[config.mk]
export PLATFORM = sky130hd
export DESIGN_NAME = maxpool_l0_l1
export DESIGN_NICKNAME = d
export VERILOG_FILES = /design/src/rtl/maxpool_l0_l1.sv
export SDC_FILE = /design/constraint.sdc
export NUM_CORES = 1
export LEC_CHECK = 0
export ABC_AREA = 1
export BUFFER_PORTS_ARGS = -buffer_cell sky130_fd_sc_hd__buf_4
export CAP_MARGIN = 30
export CORE_UTILIZATION = 50
export CTS_CLUSTER_DIAMETER = 150
export DETAILED_ROUTE_END_ITERATION = 10
export PLACE_DENSITY_LB_ADDON = 0.08
export SLEW_MARGIN = 15
export SYNTH_ARGS = -nofsm -noshare
export SYNTH_HDL_FRONTEND = slang
export SYNTH_SLANG_ARGS = --single-unit
[constraint.sdc]
create_clock -name clk -period 3.95 [get_ports clk]
set_clock_uncertainty 0.15 [all_clocks]
set_input_delay 0.79 -clock clk [delete_from_list [all_inputs] [get_ports clk]]
set_output_delay 0.79 -clock clk [all_outputs]
set_load 0.1 [all_outputs]
[src/rtl/maxpool_l0_l1.sv]
// 2x2 max-pool: reads a 64x64 layer-0 map, writes the 32x32 map of window maxima to layer 1.
// Ports: clk, reset (async high), start -> busy/done; crd/caddr_rd/cdata_rd read port;
// cwr/caddr_wr/cdata_wr write port; csel selects layer 0 (001), layer 1 (011) or idle (000).
module maxpool_l0_l1 #(
    parameter int DW = 20,
    parameter int AW = 12
) (
    input  logic          clk,
    input  logic          reset,
    input  logic          start,
    output logic          busy,
    output logic          done,
    output logic          crd,
    output logic [AW-1:0] caddr_rd,
    input  logic [DW-1:0] cdata_rd,
    output logic          cwr,
    output logic [AW-1:0] caddr_wr,
    output logic [DW-1:0] cdata_wr,
    output logic [2:0]    csel
);

    typedef enum logic [2:0] {
        S_IDLE,
        S_RD,
        S_CMP,
        S_WR,
        S_DONE
    } state_t;

    state_t        state_q, state_d;
    logic [1:0]    k_q, k_d;
    logic [9:0]    o_q, o_d;
    logic [DW-1:0] max_q, max_d;
    logic [AW-1:0] wa_q, wa_d;
    logic [DW-1:0] wd_q, wd_d;
    logic [DW-1:0] bigger;
    logic [11:0]   rd_addr;

    // Window base {oy,0,ox,0} plus offset {0,1,64,65}[k] folds into
    // the two spare bits of the base address.
    assign rd_addr = {o_q[9:5], k_q[1], o_q[4:0], k_q[0]};
    assign bigger  = (cdata_rd > max_q) ? cdata_rd : max_q;

    always_ff @(posedge clk or posedge reset) begin
        if (reset) begin
            state_q <= S_IDLE;
            k_q     <= '0;
            o_q     <= '0;
            max_q   <= '0;
            wa_q    <= '0;
            wd_q    <= '0;
        end else begin
            state_q <= state_d;
            k_q     <= k_d;
            o_q     <= o_d;
            max_q   <= max_d;
            wa_q    <= wa_d;
            wd_q    <= wd_d;
        end
    end

    always_comb begin
        state_d = state_q;
        k_d     = k_q;
        o_d     = o_q;
        max_d   = max_q;
        wa_d    = wa_q;
        wd_d    = wd_q;
        unique case (state_q)
            S_IDLE: begin
                if (start) begin
                    state_d = S_RD;
                    k_d     = '0;
                    o_d     = '0;
                end
            end
            S_RD: begin
                k_d = k_q + 2'd1;
                // Data lags the address by one cycle: k=1 sees sample 0.
                if (k_q == 2'd1) begin
                    max_d = cdata_rd;
                end else if (k_q[1]) begin
                    max_d = bigger;
                end
                if (k_q == 2'd3) begin
                    state_d = S_CMP;
                end
            end
            S_CMP: begin
                // Write registers are loaded here so they are stable in WR.
                max_d   = bigger;
                wa_d    = AW'(o_q);
                wd_d    = bigger;
                state_d = S_WR;
            end
            S_WR: begin
                if (o_q == 10'd1023) begin
                    state_d = S_DONE;
                end else begin
                    o_d     = o_q + 10'd1;
                    k_d     = '0;
                    state_d = S_RD;
                end
            end
            S_DONE: begin
                state_d = S_IDLE;
            end
            default: begin
                state_d = S_IDLE;
            end
        endcase
    end

    always_comb begin
        crd      = (state_q == S_RD);
        cwr      = (state_q == S_WR);
        done     = (state_q == S_DONE);
        busy     = (state_q == S_RD) || (state_q == S_CMP) || (state_q == S_WR);
        caddr_rd = crd ? AW'(rd_addr) : '0;
        caddr_wr = wa_q;
        cdata_wr = wd_q;
        csel     = 3'b000;
        if ((state_q == S_RD) || (state_q == S_CMP)) begin
            csel = 3'b001;
        end else if (state_q == S_WR) begin
            csel = 3'b011;
        end
    end

endmodule

* Word-level counts from Yosys, hierarchy flattened
Index checks and enable logic that the tools add are counted.
** Storage, ports and cells
- Register bits after elaboration :: 65
- Bits of input ports :: 23
- Output and inout port bits :: 51
- Word-level logic and storage cells :: 47
** Cells by class
- $add $sub $neg :: 2
- Order comparisons :: 1
- Eq/ne operators :: 11
- Muxes and demuxes :: 17
- Reductions and logical operators :: 10
** Operator list (number)
- 20-bit 2-to-1 mux :: 3
- 20-bit case mux with 2 select lines :: 1
- 20-bit > comparator :: 1
- 10-bit 2-to-1 mux :: 2
- 10-bit case mux with 2 select lines :: 1
- 12-bit 2-to-1 mux :: 1
- 3-bit case mux with 4 select lines :: 1
- 10-bit by 1-bit adder with 10-bit output, second input constant :: 1
- 10-bit == test, second input constant :: 1
- 3-bit 2-to-1 mux :: 3
- 2-bit 2-to-1 mux :: 4
- 3-bit by 2-bit == test with 1-bit output, second input constant :: 2
- 2-bit case mux with 3 select lines :: 1
- 3-bit AND reduction :: 2
- 2-bit != test, second input constant :: 2
- 2-bit AND reduction :: 2
- 2-bit nonzero test :: 2
- 3-bit by 1-bit == test with 1-bit output, second input constant :: 1
- 3-bit == test, second input constant :: 1
- 3-bit logical NOT :: 1
- 3-bit by 1-bit != test with 1-bit output, second input constant :: 1
- 3-bit nonzero test :: 1
- 2-bit by 1-bit adder with 2-bit output, second input constant :: 1
- 2-bit by 1-bit == test with 1-bit output, second input constant :: 1
- other kinds (3) :: 4

* Depth between registers and ports, before layout
Gate-level depths: netlist of the first run.
- Word-level depth :: 5
- Depth in mapped cells :: 16
- Gate-level depth less buffers :: 15

* Worst setup path before layout of the first run
OpenSTA, ideal clock, no wires.
- Path type :: flip-flop to output port
- Start :: reg state_q[2]
- End :: out done
- Data arrival time :: 2.593 ns
- Data required time :: 3.010 ns
- Setup slack :: 0.417 ns
- Stages on the path, launching flop included :: 3
- Path buffers :: 0
- Cells stage by stage :: dfrtp_1 inv_1 nor3_1
** On the way
- Longest elaborated chain between the ends :: 1
** RTL lines
- start: declaration :: line 30 : state_t state_q, state_d;
- start signal: assignment :: line 53 : state_q <= state_d;
- 3-bit == test :: line 117 : done = (state_q == S_DONE);
- end: declaration :: line 12 : output logic done,
No other way between the ends.

* Final worst setup path of the first run
- Start :: reg state_q[1]
- End :: reg max_q[3]
** On the way
- Longest elaborated chain between the ends :: 3
- Elaborated cells on any way between the ends :: 6
- Those cells by class :: eq/ne (3); mux (1); reduce/logical (2)
** RTL lines
- 3-bit by 1-bit == test with 1-bit output / 3-bit by 2-bit == test with 1-bit output (equally long branches) :: line 69 : unique case (state_q)
- 3-bit by 1-bit != test with 1-bit output (no line) / 2-bit nonzero test (equally long branches)
- 2-bit AND reduction (no line)
- end signal: assignment :: line 56 : max_q <= max_d;
- end: declaration :: line 33 : logic [DW-1:0] max_q, max_d;
Parallel ways exist; a longest one is shown, timed or not.
A chain may end at the register's enable or synchronous reset.

==> results of run 1 <==
[how the worst max path moves through the flow]
stage,cells past startpoint,from,slack (ns),end
finish,9,state_q[1],1.18,max_q[3]
global route,9,state_q[1],0.89,max_q[9]
CTS,9,state_q[1],1.20,max_q[3]
detailed placement,14,cdata_rd[19],1.09,max_q[10]
global placement,14,cdata_rd[19],1.22,max_q[10]
floorplan,2,state_q[2],0.42,done
[cell usage in the layout (no fill, tap or decap), types with 2 or more instances in the layout]
master,n
nand2_4,2
a31oi_1,2
dfrtp_1,65
clkinv_2,2
o22ai_1,3
nor2_1,63
inv_2,6
clkinvlp_4,2
nand3_1,46
buf_4,76
nor3_1,3
nand4_1,3
nor2_2,2
o21ai_1,3
ha_1,23
nand2_1,213
xor2_1,3
conb_1,3
a21oi_1,11
nand2_2,3
nand3_2,2
o21ai_0,18
inv_1,46
clkbuf_8,12
[worst max-delay path: cells and delay by family, from the launching register on]
| kind | cells | cell delay, ns |
|---|---|---|
| buf+inv | 3 | 0.91 |
| flops | 1 | 0.42 |
| simple gates | 6 | 1.14 |
[metal layers]
metal | part of all wire (%) | track usage (%)
met1 | 48 | 32.68
met2 | 46 | 39.90
met3 | 4.4 | 3.114
met4 | 2.0 | 10.58
met5 | 0 | 0
[flip-flops by register name (all words and copies together) (netlist names)]
name,cells
caddr_wr,10
cdata_wr,20
k_q,2
max_q,20
o_q,10
state_q,3
[cell families after synthesis]
| family | synth area share, % |
|---|---|
| compound gates | 5.858 |
| buf+inv | 8.962 |
| fa+ha+maj | 7.283 |
| xor+xnor | 0.6651 |
| simple gates | 35.97 |
| other cells | 0.09491 |
| flops | 41.17 |
[stage by stage]
step | cells | total power [W] | setup WS [ns]
floorplan | 555 | 0.001867 | 0.4167
global placement | 708 | 0.002126 | 1.222
detailed placement | 708 | 0.002144 | 1.087
CTS | 724 | 0.002702 | 1.195
global route | 724 | 0.002837 | 0.8910
finish | 724 | 0.002674 | 1.183
[layout make-up]
cell class / count / area (µm²) / share of cell area [%]
Tap cell: 102 / 127.6 / 2.715
Timing Repair Buffer: 76 / 570.5 / 12.14
Clock inverter: 3 / 23.77 / 0.5057
Inverter: 54 / 205.2 / 4.365
Clock buffer: 13 / 168.9 / 3.593
Sequential cell: 65 / 1627 / 34.60
Multi-Input combinational cell: 411 / 1978 / 42.08
[power groups by stage]
stage	Combinational (W)	Sequential, W	Clock [W]
final	0.00124	0.000888	0.000546
after global routing	0.00135	0.000905	0.000586
after CTS	0.00125	0.000890	0.000564
after detailed placement	0.00124	0.000900	0
after global placement	0.00123	0.000899	0
after floorplan	0.000419	0.00145	0
==> summary.md, run 1 <==
| Metric | Value |
|---|---|
| First-pass DRT Iterations | 7 |
| Top_reg_cell synth | dfrtp_1 |
| Crit-path slowest cell | nand2_2 |
| PortBufs | 70 |
| Tot GR Track Use | between 20 and 25% |
| CTS max path bufs | 2 |
| # rows | 32 |
| Combinational power share | a little under half |
| Initial core utilization | roughly half |
| Worst Tran Pin Value | slightly above 0.7 ns |
| Startpoint types | flop |
| Largest net degree at the start of global routing | 45 |
| WS Path Type | reg -> reg |
| Switching portion of total power | a little under 50% |
| Total grt overflow | 0 |
| CTS Hold Buffers Added | 0 |
| Worst path cell trace | inv_2 -> nor3_4 -> buf_4 -> inv_2 -> nand2_2 -> nor2_1 -> nor2_1 -> nand2_1 -> nand2_1 |
| Die Y | around 91 µm |
| TritonCTS clock tree | done |
| Most common cell in the netlist | nand2_1 |
| DR vias | 3661 |
| Yosys top cell area share | between 40% and 50% |
| Clock-pin slew on the worst setup and hold paths | around 0.07 ns |
| DRT iter0 DRCs | 204 |
| GP Congestion | about 0.82 |
| Fin Hold WS | ~0.33 ns |
| CTS Buf Count | 9 |
| Clock latency on the worst-skew pair | ~0.35 ns |
| Final Max Slew Viols | 0 |
| Sequential Power Share | 33.2% |
| Peak supply drop | 478.7 µV |
| Placed Instance Area | 4508 µm² |
| Initial antenna violation count | 0 |
| Fin crit share | 70.05% |
| Core area | about 7700 µm² |
| CTS sink cnt | 65 |
| Yosys warnings | 0 |
| Reg-to-reg startpoint | state_q[1] |
| CP arrival | between 2 and 3 ns |
| Clk root buf | clkbuf_8 |
| Cell Area, Synth | between 3000 and 4000 µm² |
| R2R depth | 9 |
| Wire per inst | 12.97 µm |
| Share of layout cells above drive strength 1 | between 10% and 20% |
| R2r setup slk | around 1.2 ns |
| Worst slew margin | around half |
| Synth unique cells | 33 |
| Number of global-route vias before repair | roughly 3600 |
| Nets | about 660 |
| Setup Viol. Count Final | 0 |
| Post-synth EDFFs | 0 |
| FILL cells | roughly 730 |
| Diodes inserted | 0 |
| Top cells by count, synth | 213 x nand2_1, 65 x dfrtp_1, 63 x nor2_1, 47 x inv_1, 46 x nand3_1 |
| Die span in x | 90.90 µm |
| Switch Pwr | about 0.0013 W |
| Cell-internal power | 0.001366 W |
| Gate count of the mapped netlist | 553 |
| Post-route design area | roughly 4700 µm² |
| Final Util | 61.15% |
| Synth top area cells | dfrtp_1 41%, nand2_1 20%, ha_1 7.3%, nor2_1 6.0%, nand3_1 5.8% |
| Status | completed |
| Dpl hpwl | approximately 6600 µm |
| CP max FO | 44 |
| RR Endpoint | max_q[3] |
| Critical Path Max Stage Delay | about 0.62 ns |
| Hold crit path type | in -> async |
| Vias per cell | 5.057 |
| Syn avg cell area | ~7.1 µm² |
| Final min period | around 2.8 ns |
| FF+latch count, synth | between 60 and 70 |
| Post-synthesis sequential area ratio | around 40% |
| Drt total wl | between 9000 and 10000 µm |
| Clk network pwr share | about a fifth |
| Residual DRC | 0 |
| Total negative slack | 0 ns |
| Worst path required time | slightly above 4 ns |
| Worst Setup End Kind | flop |
| Hold Violations, Final | 0 |
| Pwr Density | ~570 nW/µm² |
| CTS H-tree depth | 3 |
| First-pass GRT wire length | ~16000 µm |
| Io pins | between 70 and 80 |
| Antenna viol nets, final | 0 |
| Max Clk Rate | 0.3614 GHz |
| Post-CTS setup buffer count | 0 |
| Cts repair resizes | 0 |
| FFs w/ async S/R, synth | 100.0% |
| Total of max-cap violations | 0 |
| Leak pwr | 2.667 nW |
| Synth-to-Final Area Change | 18.97% |
| RSZ-0062 raised after global routing | no |
| Cell accounting for the most synthesized area | dfrtp_1 |
| Die ar. | between 8000 and 9000 µm² |
(Power assumes the default switching activity.)
==> run 2: changes to the inputs <==
Clock period 3.95 ns to 2.7 ns, I/O delays scaled along.
==> run 2 against run 1 <==
Compared with the run above:
- design area is 0.98% higher
- first-iteration DRC count is 2.0% higher
- cell count is 0.69% higher
- count of clock-buffer cells in the layout is 3 lower
- sequential share of layout area is 0.34 points lower
- worst setup slack worse by 0.82 ns
- power is 46% higher
- die area stayed put
- critical endpoint is now caddr_rd[6]
==> summary.md, run 2 (synthesis gave the netlist of run 1 again) <==
| Metric | Value |
|---|---|
| Status | completed |
| DRT iter0 DRCs | 208 (+2.0%) |
| Fin crit share | between 80% and 90% |
| Post-route design area | 4747 µm² (+0.98%) |
| Setup Viol. Count Final | 0 (unchanged) |
| Number of global-route vias before repair | 3485 (-3.4%) |
| Synth-to-Final Area Change | 20.14% |
| Residual DRC | 0 (unchanged) |
| CP arrival | 1.65 ns (-1.20 ns) |
| Total negative slack | 0 ns (unchanged) |
| Worst path required time | 2.01 ns (-2.02 ns) |
| Clock-pin slew on the worst setup and hold paths | 0.08 ns (about the same) |
| Io pins | 74 (unchanged) |
| Reg-to-reg startpoint | max_q[19] |
| Final Util | 61.75% (+0.60 points) |
| Total grt overflow | 0 (unchanged) |
| Worst Tran Pin Value | 0.7421 ns (+0.01985 ns) |
| Final min period | roughly 2.3 ns |
| Largest net degree at the start of global routing | 44 (-2.2%) |
| Post-CTS setup buffer count | 0 (unchanged) |
| R2R depth | 14 (+5) |
| Vias per cell | 5.026 (-0.60%) |
| Diodes inserted | 0 (unchanged) |
| Initial antenna violation count | 0 (unchanged) |
| Most frequent cells in the layout | 213 x nand2_1, 80 x buf_4, 65 x dfrtp_1, 62 x nor2_1 |
| PortBufs | 70 (unchanged) |
| Fin cells | 729 (+0.69%) |
| Pwr Density | 823.2 nW/µm² (+45%) |
| CTS sink cnt | 65 (unchanged) |
| Core area | 7687 µm² (unchanged) |
| GP Congestion | 0.8648 (+5.7%) |
| Hold crit path type | in -> async |
| Total of max-cap violations | 0 (unchanged) |
| Share of layout cells above drive strength 1 | 19.30% (+1.1 points) |
| Worst slew margin | 50.35% (-1.3 points) |
| Hold Violations, Final | 0 (unchanged) |
| First-pass GRT wire length | 16350 µm (+1.3%) |
| Antenna viol nets, final | 0 (unchanged) |
| CTS H-tree depth | 3 (unchanged) |
| R2r setup slk | 0.50 ns (-0.68 ns) |
| Leak pwr | 2.684 nW (+0.66%) |
| Clk root buf | clkbuf_8 |
| RSZ-0062 raised after global routing | no |
| Clock latency on the worst-skew pair | 0.35 ns (about the same) |
| Most common cell after layout, fill and taps aside | nand2_1 |
| RR Endpoint | max_q[2] |
| Die ar. | 8262 µm² (unchanged) |
| Wire per inst | 13.22 µm (+1.9%) |
| Peak supply drop | 633.9 µV (+32%) |
| FILL cells | 734 (+0.82%) |
| Startpoint types | flop |
| Drt total wl | 9635 µm (+2.6%) |
| Final Max Slew Viols | 0 (unchanged) |
| DR vias | 3664 (+0.082%) |
| Die Y | 90.90 µm (unchanged) |
| CTS Hold Buffers Added | 0 (unchanged) |
| CP max FO | 17 (-61%) |
| Inst Count DP | 713 (+0.71%) |
| Worst Setup End Kind | output pin |
| Placed Instance Area | 4566 µm² (+1.3%) |
| CTS Buf Count | 9 (unchanged) |
| Nets | 668 (+0.75%) |
| TritonCTS clock tree | done |
| Initial core utilization | 51.40% (unchanged) |
| First-pass DRT Iterations | 4 (-3) |
| Max Clk Rate | between 0.4 and 0.5 GHz |
| Tot GR Track Use | 25.02% (+0.56 points) |
| Dpl hpwl | 6755 µm (+2.9%) |
| Cts repair resizes | 0 (unchanged) |
| CTS max path bufs | 2 (unchanged) |
| Die span in x | 90.90 µm (unchanged) |
| WS Path Type | reg -> out |
| # rows | 32 (unchanged) |
run 2: how the worst max path moves through the flow:
stage,startpoint,endpoint,slack [ns],cells after the start
5_1_grt,max_q[19],max_q[0],0.24,14
6_report,state_q[0],caddr_rd[6],0.36,5
3_3_place_gp,cdata_rd[19],max_q[9],0.34,12
2_1_floorplan,state_q[0],caddr_rd[10],-0.16,5
3_5_place_dp,cdata_rd[19],max_q[2],0.26,14
4_1_cts,state_q[0],caddr_rd[6],0.33,5
run 2: layout make-up:
class                           instances  area [µm²]  share of cell area (%)
Sequential cell                        65        1627                   34.26
Multi-Input combinational cell        411        1986                   41.83
Clock inverter                          6       43.79                  0.9225
Inverter                               54       205.2                   4.323
Timing Repair Buffer                   81       620.6                   13.07
Tap cell                              102       127.6                   2.688
Clock buffer                           10       137.6                   2.899
run 2: routing by layer:
metal,global-route usage [%],wire (µm),share of wire [%]
met1,33.84,4627,48
met2,40.03,4445,46
met3,4.209,410,4.3
met4,9.921,151,1.6
met5,0,0,0
run 2: through the flow:
stage          worst slack (ns)  total power (W)  hold slack, ns
2_1_floorplan           -0.1615         0.002731          0.3208
3_3_place_gp             0.3377         0.003135          0.3164
3_5_place_dp             0.2566         0.003153          0.3178
4_1_cts                  0.3319         0.003937          0.1285
5_1_grt                  0.2384         0.004141          0.1718
6_report                 0.3610         0.003908          0.1243
run 2: power by group:
part | internal, W | leakage (nW) | switching (W)
Clock | 0.000357 | 0.0805 | 0.000422
Combinational | 0.000441 | 1.84 | 0.00139
Sequential | 0.00116 | 0.763 | 0.000131
run 2: critical path: stages, from the launching register on:
cell and delay, ns:
dfrtp_1 0.48, inv_2 0.09, nor2_4 0.13, nand2_4 0.15
nor2_1 0.14, buf_4 0.30
